--- src/rtl/pipeline_ctrl_pkg.sv ---
// Shared types for the pipeline sequencer: FSM states, exception cause codes
// and the fixed control-output patterns the FSM selects between.
package pipeline_ctrl_pkg;

    typedef enum logic [1:0] {
        ST_RUN    = 2'd0,
        ST_STALL  = 2'd1,
        ST_DRAIN  = 2'd2,
        ST_HALTED = 2'd3
    } state_e;

    typedef enum logic [2:0] {
        EXC_NONE     = 3'd0,
        EXC_INST_MEM = 3'd1,
        EXC_REG_FILE = 3'd2,
        EXC_ALU      = 3'd3,
        EXC_DATA_MEM = 3'd4
    } exc_cause_e;

    typedef struct packed {
        logic pc_write;
        logic if_write;
        logic if_flush;
        logic ex_bubble;
        logic halted;
    } ctrl_t;

    //                                      pcw   ifw   iff   bub   hlt
    localparam ctrl_t CTRL_RESET  = '{1'b0, 1'b0, 1'b1, 1'b1, 1'b0};
    localparam ctrl_t CTRL_RUN    = '{1'b1, 1'b1, 1'b0, 1'b0, 1'b0};
    localparam ctrl_t CTRL_STALL  = '{1'b0, 1'b0, 1'b0, 1'b1, 1'b0};
    localparam ctrl_t CTRL_FLUSH  = '{1'b1, 1'b0, 1'b1, 1'b0, 1'b0};
    localparam ctrl_t CTRL_DRAIN  = '{1'b0, 1'b0, 1'b1, 1'b1, 1'b0};
    localparam ctrl_t CTRL_HALTED = '{1'b0, 1'b0, 1'b0, 1'b1, 1'b1};

    // Highest-priority source wins when several exceptions fire together.
    function automatic exc_cause_e exc_encode(input logic inst_mem, input logic reg_file,
                                              input logic alu, input logic data_mem);
        if (inst_mem)      return EXC_INST_MEM;
        else if (reg_file) return EXC_REG_FILE;
        else if (alu)      return EXC_ALU;
        else if (data_mem) return EXC_DATA_MEM;
        else               return EXC_NONE;
    endfunction

endpackage

--- src/rtl/pipeline_ctrl_load_use_detect.sv ---
// Load-use hazard compare: the EX-stage load targets a register that the
// decode-stage instruction reads. Purely combinational.
module load_use_detect #(
    parameter int REG_NUM_WIDTH = 4
) (
    input  logic [REG_NUM_WIDTH-1:0] i_rn_1_dec,
    input  logic [REG_NUM_WIDTH-1:0] i_rn_2_dec,
    input  logic                     i_uses_rn2_dec,
    input  logic [REG_NUM_WIDTH-1:0] i_rn1_ex,
    input  logic                     i_write_reg_ex,
    input  logic                     i_mem_read_ex,
    output logic                     o_hazard
);

    logic w_match_1;
    logic w_match_2;

    assign w_match_1 = (i_rn1_ex == i_rn_1_dec);
    assign w_match_2 = i_uses_rn2_dec & (i_rn1_ex == i_rn_2_dec);
    assign o_hazard  = i_mem_read_ex & i_write_reg_ex & (w_match_1 | w_match_2);

endmodule

--- src/rtl/pipeline_ctrl.sv ---
// Pipeline sequencer: load-use stalls, branch/jump flushes, halt and exception
// drain, first-exception capture and saturating stall/flush counters.
module pipeline_ctrl
    import pipeline_ctrl_pkg::*;
#(
    parameter int INST_ADDR_WIDTH = 16,
    parameter int REG_NUM_WIDTH   = 4,
    parameter int STALL_CYCLES    = 1,
    parameter int DRAIN_CYCLES    = 2,
    parameter int CNT_WIDTH       = 16
) (
    input  logic                       clk,
    input  logic                       rst,
    input  logic [REG_NUM_WIDTH-1:0]   rn_1_dec,
    input  logic [REG_NUM_WIDTH-1:0]   rn_2_dec,
    input  logic                       uses_rn2_dec,
    input  logic [REG_NUM_WIDTH-1:0]   rn1_ex,
    input  logic                       write_reg_ex,
    input  logic                       mem_read_ex,
    input  logic                       branch_dec,
    input  logic                       jump_dec,
    input  logic                       halt_dec,
    input  logic                       exc_inst_mem,
    input  logic                       exc_reg_file,
    input  logic                       exc_alu,
    input  logic                       exc_data_mem,
    input  logic [INST_ADDR_WIDTH-1:0] pc_decode,
    input  logic                       resume,
    output logic                       pc_write,
    output logic                       if_write,
    output logic                       if_flush,
    output logic                       ex_bubble,
    output logic                       halted,
    output logic                       exc_valid,
    output logic [2:0]                 exc_cause,
    output logic [INST_ADDR_WIDTH-1:0] exc_pc,
    output logic                       exc_multi,
    output logic [CNT_WIDTH-1:0]       stall_cnt,
    output logic [CNT_WIDTH-1:0]       flush_cnt
);

    localparam int DOWN_MAX = (STALL_CYCLES > DRAIN_CYCLES) ? STALL_CYCLES : DRAIN_CYCLES;
    localparam int DW       = (DOWN_MAX > 1) ? $clog2(DOWN_MAX) : 1;
    localparam logic [DW-1:0] STALL_LOAD = DW'((STALL_CYCLES > 1) ? STALL_CYCLES - 2 : 0);
    localparam logic [DW-1:0] DRAIN_LOAD = DW'(DRAIN_CYCLES - 1);

    state_e                     r_state;
    state_e                     w_next_state;
    logic [DW-1:0]              r_cnt;
    logic [DW-1:0]              w_next_cnt;
    ctrl_t                      w_ctrl;
    logic                       w_hazard;
    logic                       w_exc_any;
    exc_cause_e                 w_exc_code;
    logic                       w_stall_inc;
    logic                       w_flush_inc;
    logic                       w_capture;
    logic                       w_multi_set;
    logic                       w_resume_clear;

    logic                       r_exc_valid;
    exc_cause_e                 r_exc_cause;
    logic [INST_ADDR_WIDTH-1:0] r_exc_pc;
    logic                       r_exc_multi;
    logic [CNT_WIDTH-1:0]       r_stall_cnt;
    logic [CNT_WIDTH-1:0]       r_flush_cnt;

    load_use_detect #(
        .REG_NUM_WIDTH (REG_NUM_WIDTH)
    ) u_load_use_detect (
        .i_rn_1_dec     (rn_1_dec),
        .i_rn_2_dec     (rn_2_dec),
        .i_uses_rn2_dec (uses_rn2_dec),
        .i_rn1_ex       (rn1_ex),
        .i_write_reg_ex (write_reg_ex),
        .i_mem_read_ex  (mem_read_ex),
        .o_hazard       (w_hazard)
    );

    assign w_exc_any  = exc_inst_mem | exc_reg_file | exc_alu | exc_data_mem;
    assign w_exc_code = exc_encode(exc_inst_mem, exc_reg_file, exc_alu, exc_data_mem);

    always_comb begin
        // NOTE: every output of this block gets a default first, so no path infers a latch.
        w_next_state   = r_state;
        w_next_cnt     = r_cnt;
        w_ctrl         = CTRL_RUN;
        w_stall_inc    = 1'b0;
        w_flush_inc    = 1'b0;
        w_capture      = 1'b0;
        w_multi_set    = 1'b0;
        w_resume_clear = 1'b0;

        case (r_state)
            ST_RUN, ST_STALL: begin
                if (w_exc_any) begin
                    w_ctrl       = CTRL_DRAIN;
                    w_capture    = 1'b1;
                    w_next_state = ST_DRAIN;
                    w_next_cnt   = DRAIN_LOAD;
                end else if (r_state == ST_STALL) begin
                    // Decode stays frozen; branch/halt are re-evaluated back in RUN.
                    w_ctrl      = CTRL_STALL;
                    w_stall_inc = 1'b1;
                    if (r_cnt == '0) w_next_state = ST_RUN;
                    else             w_next_cnt   = r_cnt - 1'b1;
                end else if (halt_dec) begin
                    w_ctrl       = CTRL_DRAIN;
                    w_next_state = ST_DRAIN;
                    w_next_cnt   = DRAIN_LOAD;
                end else if (w_hazard) begin
                    w_ctrl      = CTRL_STALL;
                    w_stall_inc = 1'b1;
                    if (STALL_CYCLES > 1) begin
                        w_next_state = ST_STALL;
                        w_next_cnt   = STALL_LOAD;
                    end
                end else if (branch_dec | jump_dec) begin
                    w_ctrl      = CTRL_FLUSH;
                    w_flush_inc = 1'b1;
                end
            end
            ST_DRAIN: begin
                w_ctrl      = CTRL_DRAIN;
                w_multi_set = w_exc_any;
                if (r_cnt == '0) w_next_state = ST_HALTED;
                else             w_next_cnt   = r_cnt - 1'b1;
            end
            ST_HALTED: begin
                w_ctrl = CTRL_HALTED;
                if (resume) begin
                    w_next_state   = ST_RUN;
                    w_resume_clear = 1'b1;
                end
            end
            default: w_next_state = ST_RUN;
        endcase

        if (rst) w_ctrl = CTRL_RESET;
    end

    always_ff @(posedge clk or posedge rst) begin
        // NOTE: state uses non-blocking assignments so every register samples pre-edge values.
        if (rst) begin
            r_state <= ST_RUN;
            r_cnt   <= '0;
        end else begin
            r_state <= w_next_state;
            r_cnt   <= w_next_cnt;
        end
    end

    always_ff @(posedge clk or posedge rst) begin
        if (rst) begin
            r_exc_valid <= 1'b0;
            r_exc_cause <= EXC_NONE;
            r_exc_pc    <= '0;
            r_exc_multi <= 1'b0;
        end else begin
            if (w_capture) begin
                r_exc_valid <= 1'b1;
                r_exc_cause <= w_exc_code;
                r_exc_pc    <= pc_decode;
            end
            if (w_multi_set) r_exc_multi <= 1'b1;
            // exc_pc survives resume so software can still inspect it.
            if (w_resume_clear) begin
                r_exc_valid <= 1'b0;
                r_exc_cause <= EXC_NONE;
                r_exc_multi <= 1'b0;
            end
        end
    end

    always_ff @(posedge clk or posedge rst) begin
        if (rst) begin
            r_stall_cnt <= '0;
            r_flush_cnt <= '0;
        end else begin
            if (w_stall_inc && (r_stall_cnt != '1)) r_stall_cnt <= r_stall_cnt + 1'b1;
            if (w_flush_inc && (r_flush_cnt != '1)) r_flush_cnt <= r_flush_cnt + 1'b1;
        end
    end

    assign pc_write  = w_ctrl.pc_write;
    assign if_write  = w_ctrl.if_write;
    assign if_flush  = w_ctrl.if_flush;
    assign ex_bubble = w_ctrl.ex_bubble;
    assign halted    = w_ctrl.halted;
    assign exc_valid = r_exc_valid;
    assign exc_cause = r_exc_cause;
    assign exc_pc    = r_exc_pc;
    assign exc_multi = r_exc_multi;
    assign stall_cnt = r_stall_cnt;
    assign flush_cnt = r_flush_cnt;

endmodule

--- config.mk ---
export PLATFORM = sky130hd
export DESIGN_NAME = pipeline_ctrl
export DESIGN_NICKNAME = d
export VERILOG_FILES = /design/src/rtl/pipeline_ctrl_pkg.sv /design/src/rtl/pipeline_ctrl_load_use_detect.sv /design/src/rtl/pipeline_ctrl.sv
export SDC_FILE = /design/constraint.sdc
export NUM_CORES = 1
export LEC_CHECK = 0
export CAP_MARGIN = 20
export CORE_MARGIN = 2
export CORE_UTILIZATION = 30
export DETAILED_ROUTE_END_ITERATION = 12
export GPL_TIMING_DRIVEN = 0
export HOLD_SLACK_MARGIN = 0.03
export MAX_ROUTING_LAYER = met4
export SETUP_SLACK_MARGIN = 0.02
export SYNTH_ARGS = -nofsm -noshare
export SYNTH_HDL_FRONTEND = slang
export SYNTH_SLANG_ARGS = --single-unit
--- constraint.sdc ---
create_clock -name clk -period 2.5 [get_ports clk]
set_input_delay 0.375 -clock clk [delete_from_list [all_inputs] [get_ports clk]]
set_output_delay 0.375 -clock clk [all_outputs]
set_load 0.01 [all_outputs]
==> implementation parameters <==
Parameter                              Value

Synth
  Summed instance area of the synthesized netlist ... 0.00278 mm²
  Distinct cell type count after synthesis ... 45
  Synth area leader ... sky130_fd_sc_hd__dfrtp_1
  Mux contribution to synthesized area ... 0.0820
  Simple-gate share of the synthesized area ... 0.216
  Number of enable flip-flop cells after synthesis ... 0
  List of most frequent post-synthesis cells ... 56 x sky130_fd_sc_hd__dfrtp_1, 24 x sky130_fd_sc_hd__nor2_1, 21 x sky130_fd_sc_hd__xor2_1
  Sequential-to-total area share from yosys stat ... 0.505
  Adder-cell area share of the yosys netlist ... 0.00901
  Top cells by area, synth ... sky130_fd_sc_hd__dfrtp_1 50%, sky130_fd_sc_hd__xor2_1 6.6%, sky130_fd_sc_hd__mux2_2 6.5%
  Total nets after synthesis ... 297
  Synthesized area per cell ... 10.9 µm²
  Warnings, synthesis ... 0
  Synth Flop Type ... sky130_fd_sc_hd__dfrtp_1
  Area fraction in compound gates after synthesis ... 0.0428
  Library cell with the highest instance count after synthesis ... sky130_fd_sc_hd__dfrtp_1
  Top cell type's share of synthesized area ... 0.505
  Async SR Flop Fraction ... 1.00
  FF+latch count, synth ... 56
  Gate count of the mapped netlist ... 254
  Xor and xnor fraction of the mapped netlist area ... 0.117
  Combinational family with the most area after synthesis ... simple AND/OR/NAND/NOR gates

Power and ir drop
  Sw power ... 905 µW
  Net Sw Frac ... 0.305
  Leakage power ... 1.87 nW
  Peak VDD IR ... 0.239 mV
  Seq pwr share ... 0.418
  Total power divided by cell area ... 705 mW/mm²
  Relative contribution of combinational cells to total power ... 0.372
  Internal cell power ... 2.06 mW
  Power share of the clock group ... 0.209

Outcome
  Run status ... finished clean

Setup path
  Most used cell along the critical path ... sky130_fd_sc_hd__nand4_4
  Largest stage delay on the critical path ... 410 ps
  Maximum fanout count along the critical path ... 3
  Category of the worst setup path capture point ... output pin
  Startpoint type of the worst setup path ... primary input
  Slowest-stage cell, CP ... sky130_fd_sc_hd__clkdlybuf4s50_1
  CP Class ... primary input to output pin
  Critical path arrival ... 1980 ps
  Cell breakdown of the critical path ... clkdlybuf4s50_1, xor2_1, nor3b_2, nand4_4, buf_4, nand4_4, nor2_2, inv_1, nor3_1, dlygate4sd2_1
  Required time of the critical path ... 2120 ps

Route
  Routed wire length ... 7050 µm
  DR vias ... 2301
  Residual DRC ... 0
  Drt wl/cell ... 14.7 µm
  Drt initial violations ... 51
  Drt via density ... 4.81
  Antenna Violating Nets Remaining ... 0
  Number of iterations in the first detailed-routing pass ... 4

Place
  Post-placement cell count ... 464
  Count of input and output buffers ... 98
  Worst setup slack before clock tree synthesis ... -458 ps
  Post-DP HPWL ... 5060 µm
  Post-placement cell area ... 0.00392 mm²
  GPL Wtd Cong ... 0.730

Die
  Die outline area ... 0.0100 mm²
  Die boundary width ... 100 µm
  Initial core utilization ... 0.305
  Number of I/O pins ... 99
  Standard cell core area ... 0.00911 mm²
  DIE HEIGHT ... 100 µm
  Site row count ... 35

Clocking
  Total clock sinks ... 56
  Cts-stage hold buffer count ... 0
  Worst-skew pair later-pin latency ... 310 ps
  Maximum buffer depth of the clock tree ... 2
  H-Tree Depth ... 2
  Total clock buffers created by CTS ... 5
  Clock root buffer ... sky130_fd_sc_hd__clkbuf_8
  Reg clk slew, reported paths ... 100 ps
  TritonCTS clock tree ... done

STA
  Slew of the pin with the lowest slew margin ... 498 ps
  Hold WS ... 221 ps
  F_max ... 424 MHz
  Final setup violation count ... 0
  Final WS setup ... 143 ps
  Max-slew violation count ... 0
  Share of the clock period used by the worst path after layout ... 0.943
  Time the worst path needs with I/O delays and setup ... 2360 ps
  Worst slew margin relative to its limit ... 0.665
  Setup repair after global routing missed its margin ... false
  Worst clock skew ... 6.16 ps
  Final-report hold violation count ... 0

Layout
  Final #Nets ... 409
  Number of standard cells in the final layout excluding fillers ... 478
  Proportion of layout cells with a drive suffix above 1 ... 0.166
  Layout-stage area growth over the synthesis result ... 51.5%
  Core occupancy in the finished layout ... 0.462
  Final instance area ... 0.00421 mm²
  Diode insertion count for antenna repair ... 0

Global routing
  Maximum number of pins on one net before global-route repair ... 19
  Number of global-route vias before repair ... 2345
  Total gr overflow ... 0
  Overall fraction of global-route tracks in use ... 0.148
  Global-route wire length before repair ... 11500 µm
  Antenna violations before repair ... 0

Job
  Max-capacitance violation count ... 0

Min path
  Path class of the lowest-slack min-delay path ... primary input to async pin
-- repair_timing --
item	in CTS	in global routing
gates resized for setup	20	15
pin swaps	3	4
setup buffers	1	3
gates cloned	2	0
setup endpoints to repair	5	3
-- layout make-up --
| type | count | area [µm²] |
|---|---|---|
| Buffer | 10 | 68.8 |
| Sequential cell | 56 | 1400 |
| Tap cell | 111 | 139 |
| Timing Repair inverter | 1 | 8.76 |
| Fill cell | 871 | 4900 |
| Clock inverter | 3 | 46.3 |
| Multi-Input combinational cell | 184 | 1360 |
| Timing Repair Buffer | 104 | 1080 |
| Inverter | 4 | 41.3 |
| Clock buffer | 5 | 68.8 |
-- logic make-up after synthesis --
| logic type | Yosys count |
|---|---|
| muxes | 20 |
| AOI/OAI and AO/OA | 17 |
| buffers and inverters | 14 |
| adders and majority gates | 2 |
| and+or+nand+nor | 108 |
| xor gates and xnor gates | 37 |
| DFF | 56 |
-- power by group through the flow --
stage               Sequential [mW]  Combinational, mW  Clock [mW]
finish                         1.24               1.10       0.621
detailed placement             1.26               1.10           0
global placement               1.25               1.07           0
CTS                            1.25               1.12       0.650
floorplan                      1.33              0.442           0
global route                   1.27               1.20       0.671
-- cells in the final DEF, fill, tap and decap left out, types with 4 or more instances in the layout --
cell                               n
sky130_fd_sc_hd__nor2_1           20
sky130_fd_sc_hd__and3_1           14
sky130_fd_sc_hd__dfrtp_1          56
sky130_fd_sc_hd__nor3_1            8
sky130_fd_sc_hd__xnor2_1          16
sky130_fd_sc_hd__mux2_2           16
sky130_fd_sc_hd__nand3_1           8
sky130_fd_sc_hd__nand2_1          16
sky130_fd_sc_hd__buf_4             8
sky130_fd_sc_hd__dlygate4sd2_1     4
sky130_fd_sc_hd__a21oi_1           4
sky130_fd_sc_hd__clkbuf_8          5
sky130_fd_sc_hd__dlymetal6s2s_1    6
sky130_fd_sc_hd__clkdlybuf4s50_1  87
sky130_fd_sc_hd__nand4_1          15
sky130_fd_sc_hd__xor2_1           21
-- per-layer routing --
metal / vias up / part of all wire / global-route usage
met2: 45 / 0.54 / 0.257
met4: 0 / 0.0051 / 0.0316
met1: 1139 / 0.43 / 0.178
met5: - / 0 / -
li1: 1113 / - / -
met3: 4 / 0.033 / 0.0292
-- critical path: cells and delay by family --
family	cells	cell delay, ps
and+or+nand+nor	5	520
xor gates and xnor gates	1	150
buffers and inverters	4	930
-- flip-flops by register name, summed over array words and instances, names as in the netlist --
signal / count
exc_cause: 3
stall_cnt: 16
exc_pc: 16
r_cnt: 1
exc_multi: 1
r_state: 2
exc_valid: 1
flush_cnt: 16
-- worst paths after layout --
kind	start	endpoint	slack [ps]	depth (start not counted)
max	rn_2_dec[1]	if_write	140	10
min	rst	exc_pc[2]	220	2
max reg2reg	stall_cnt[0]	stall_cnt[12]	590	8
min reg2reg	exc_valid	exc_valid	490	1
max in group asynchronous	rst	r_cnt	1740	3
min in group clk	exc_valid	exc_valid	490	1
-- per-stage QoR --
stage	power [mW]	setup TNS, ps
after floorplan	1.77	0
after global placement	2.32	-28950
after detailed placement	2.36	-1610
after CTS	3.01	-112
after global routing	3.15	0
final	2.97	0
No activity file was read; power rests on OpenSTA's default activity.
